===== src/rtl/demux_1x6_router.sv =====
// Registered 1-to-6 byte router with broadcast and illegal-code drop.
// Each channel owns a one-entry holding register; illegal codes are counted.
module demux_1x6_router #(
    parameter int WIDTH = 8,
    parameter int ERR_W = 8
) (
    input  logic               clk,
    input  logic               rst_n,
    input  logic               in_valid,
    output logic               in_ready,
    input  logic [WIDTH-1:0]   in_data,
    input  logic [2:0]         in_ctrl,
    output logic [5:0]         out_valid,
    input  logic [5:0]         out_ready,
    output logic [6*WIDTH-1:0] out_data,
    output logic [ERR_W-1:0]   err_count,
    output logic               err_pulse
);

    logic [5:0]       full;
    logic [5:0]       free;
    logic [5:0]       wr;
    logic [7:0]       ready_sel;
    logic             accept;
    logic             illegal;
    logic [WIDTH-1:0] data_q [6];

    assign free      = ~full | out_ready;
    // Code 6 always swallows; code 7 needs every channel free at once.
    assign ready_sel = {&free, 1'b1, free};
    assign in_ready  = ready_sel[in_ctrl];
    assign accept    = in_valid && in_ready;
    assign illegal   = accept && (in_ctrl == 3'd6);

    always_comb begin
        wr = '0;
        for (int n = 0; n < 6; n++) begin
            wr[n] = accept && ((in_ctrl == 3'(n)) || (in_ctrl == 3'd7));
        end
    end

    always_ff @(posedge clk) begin
        if (!rst_n) begin
            full      <= '0;
            err_count <= '0;
            err_pulse <= 1'b0;
            for (int n = 0; n < 6; n++) begin
                data_q[n] <= '0;
            end
        end else begin
            for (int n = 0; n < 6; n++) begin
                if (wr[n]) begin
                    data_q[n] <= in_data;
                    full[n]   <= 1'b1;
                end else if (out_ready[n]) begin
                    full[n] <= 1'b0;
                end
            end
            err_pulse <= illegal;
            if (illegal && !(&err_count)) begin
                err_count <= err_count + 1'b1;
            end
        end
    end

    assign out_valid = full;

    always_comb begin
        out_data = '0;
        for (int n = 0; n < 6; n++) begin
            out_data[n*WIDTH +: WIDTH] = data_q[n];
        end
    end

endmodule


===== config.mk =====
export PLATFORM = sky130hd
export DESIGN_NAME = demux_1x6_router
export DESIGN_NICKNAME = d
export VERILOG_FILES = /design/src/rtl/demux_1x6_router.sv
export SDC_FILE = /design/constraint.sdc
export NUM_CORES = 1
export LEC_CHECK = 0
export ABC_AREA = 1
export CAP_MARGIN = 20
export CORE_ASPECT_RATIO = 0.75
export CORE_MARGIN = 2
export CORE_UTILIZATION = 50
export CTS_CLUSTER_SIZE = 10
export DETAILED_ROUTE_END_ITERATION = 10
export GPL_TIMING_DRIVEN = 1
export PLACE_DENSITY = 0.88
export SETUP_SLACK_MARGIN = 0.05
export SYNTH_ARGS = -nofsm -noshare
export SYNTH_HDL_FRONTEND = slang
export SYNTH_SLANG_ARGS = --single-unit

===== constraint.sdc =====
create_clock -name clk -period 4.5 [get_ports clk]
set_input_delay 1.35 -clock clk [delete_from_list [all_inputs] [get_ports clk]]
set_output_delay 1.35 -clock clk [all_outputs]
set_load 0.01 [all_outputs]

==> out/results.ini, run 1 <==
[outcome]
status = finished, final reports clean

[yosys]
synthTopCellsByCount = nor2_1, edfxtp_1, inv_1
synth_top_area_share_pct = 53.6
synthSimpleGateAreaFrac_pct = 23.3
synth_xor_area_share_pct = 1.30
synth_top_family_by_area = simple AND/OR/NAND/NOR gates
syn_nets = 274
synthCells = 253
yosysMostFrequentCell = nor2_1
synthArstFlopShare_pct = 0
syn_avg_cell_area_um2 = 10.6
synth_edf_count = 48
synth_seq_area_share_pct = 64.7
yosysTopAreaCell = edfxtp_1
synth_compound_area_share_pct = 4.42
synthTopCellsByArea = edfxtp_1, dfxtp_1, nor2_1
synth_area_um2 = 2690
ys_ff_latch = 63
synth-adder-area-share_pct = 0.465
ys_warn_count = 0
yosys_most_used_dff = edfxtp_1
ys_types = 28
synth.area.mux_share_pct = 0

[flow_run]
maxCapViolations = 0

[pwr]
leakagePower_nw = 1.51
p_per_area_nw_per_um2 = 329
power_mw = 1.25
vdd_drop_max_mv = 0.217

[worst_setup_path]
crit_family = buffers and inverters
startpoint_type = input pin
worst-path-buf-inv = 3
worst_path_most_repeated_cell = clkdlybuf4s50_1
worst_setup_path_end_kind = output pin
crit_fanout = 5
crit_path_max_incr_delay_ns = 0.53
r2r-start = out_valid[3]
cp_cell_sequence = clkdlybuf4s50_1 > inv_1 > nor2_2 > nand3_1 > nand4_1 > nand2_2 > clkdlybuf4s50_1
critPathLaunch = in_ctrl[1]
worstSetupPathType = in -> out
arrival_ns = 2.98
cp_slowest_cell = clkdlybuf4s50_1
cp.required_ns = 3.15

[sta]
hold_ws_ns = 0.518
drv_slew = 0
hold_violations = 0
fin_setup_tns_ns = 0
worstMarginPinSlew_ns = 0.818
fmax_mhz = 231
setup_viol = 0
rsz0062_at_grt = no
fin_crit_ns = 4.33
post-route-period-util_pct = 96.3
slew_headroom_pct = 45.1
finalClockSkew_ns = 0.00658

[final_layout]
final_nets = 367
n_antenna_cell = 0
multi_input_area_um2 = 795
drive_above_1_share_pct = 12.5
fill_cells = 369
utilization_pct = 72.0
area_delta_synth_final_pct = 40.9
regArea_um2 = 1740

[detailed_routing]
wirelength_um = 6150
drt_first_pass_iters = 4
wl_per_cell_um = 14.4
drc_errors = 0
drt_iter0_drc = 195
num_vias = 2060
via_per_inst = 4.84
drtAntennaViolNets = 0

[floorplanning]
dieArea_um2 = 5990
rows = 23
core_area_um2 = 5270
io_pins = 84
fp.dieH_um = 67.5
die_w_um = 88.7
initial_core_util_pct = 51.1

[global_route]
track_usage_pct = 22.1
overflow = 0
grt_max_degree = 28
grt_antenna_before_repair = 0
grt_pass1_wl_um = 9610
grt_pass1_vias = 1979

[placed_design]
hpwlAfterDp_um = 4520
portBuffers = 83
gp_congestion = 0.867

[clock_tree]
cts_root_buffer = clkbuf_8
cts_made_buffers = 9
path_clk_slew_ns = 0.07
clock_latency_ns = 0.33
cts_sinks = 63
clock_path_buffers = 2
cts_tree = yes
htreeDepth = 3

[hold_path]
hp-start = err_count[7]
holdCritPathClass = reg -> reg

what timing repair did:
action,in CTS,in global routing
gates resized for setup,0,1
hold buffers,0,0
setup buffers,0,0
setup endpoints to repair,0,1
routing by layer:
metal / vias to the layer above / wire length (µm) / GRT usage [%] / part of all wire (%)
met4: 0 / 18 / 4.92 / 0.29
met5: - / 0 / 0 / 0
met1: 940 / 2730 / 29.8 / 44
li1: 1030 / - / - / -
met3: 2 / 539 / 8.44 / 8.8
met2: 88 / 2860 / 34.1 / 47
final timing paths:
check	endpoint	slack, ns	cells past startpoint
setup / recovery	in_ready	0.17	7
hold / removal	err_count[7]	0.52	2
setup reg to reg	data_q[5][5]	2.61	9
hold reg to reg	err_count[7]	0.52	2
power by group:
part | internal [mW] | switching, mW | total [mW]
Clock | 0.199 | 0.228 | 0.427
Combinational | 0.0731 | 0.0848 | 0.158
Sequential | 0.653 | 0.00964 | 0.662
sequential cells by signal (all words and copies together) (netlist names):
signal     flops
data_q        48
err_count      8
out_valid      6
err_pulse      1
cells by family after synthesis:
logic type,after synthesis
xor gates and xnor gates,4
AOI/OAI and AO/OA,21
adders and majority gates,1
and+or+nand+nor,127
DFF,63
buffers and inverters,37
through the flow:
step / instance area (µm²) / std cells / setup slack [ns]
after CTS: 3790 / 426 / 0.146
after detailed placement: 3620 / 410 / 0.155
final: 3790 / 426 / 0.168
after global placement: 3620 / 410 / 0.179
after floorplan: 2690 / 253 / 1.28
after global routing: 3790 / 426 / 0.0544
cell usage in the layout (no fill, tap or decap), drive strengths merged:
| cell type | netlist | routed |
|---|---|---|
| a21oi | 7 | 7 |
| buf | 0 | 4 |
| clkbuf | 5 | 9 |
| clkdlybuf4s50 | 0 | 82 |
| clkinv | 1 | 5 |
| clkinvlp | 0 | 3 |
| dfxtp | 15 | 15 |
| dlymetal6s2s | 0 | 1 |
| edfxtp | 48 | 48 |
| ha | 1 | 1 |
| inv | 31 | 31 |
| nand2 | 35 | 35 |
| nand3 | 17 | 17 |
| nand4 | 2 | 2 |
| nor2 | 57 | 57 |
| nor3 | 16 | 16 |
| o21ai | 13 | 13 |
| o21bai | 1 | 1 |
| xnor2 | 2 | 2 |
| xor2 | 2 | 2 |
area by class of cell:
class	instances	share of cell area [%]
Tap cell	75	2.47
Inverter	32	3.30
Multi-Input combinational cell	153	21.0
Sequential cell	63	45.9
Clock inverter	7	1.32
Clock buffer	9	3.27
Timing Repair Buffer	87	22.8
tightest hold or removal path, delay by kind of cell (launching register included):
kind / cells / cell delay, ns
AOI/OAI and AO/OA: 2 / 0.14
DFF: 1 / 0.34
Power figures use the tool's default switching activity.
==> run 2, diff against run 1 <==
Settings changed: SKIP_CTS_REPAIR_TIMING set to 1, TNS_END_PERCENT set to 30.
==> results of run 2 <==
No change in the layout: final DEF, timing and power equal those of run 1.
==> run 3, diff against run 2 <==
Settings changed: SKIP_CTS_REPAIR_TIMING 1 to unset.
==> results of run 3 <==
No change in the layout: final DEF, timing and power equal those of run 1.
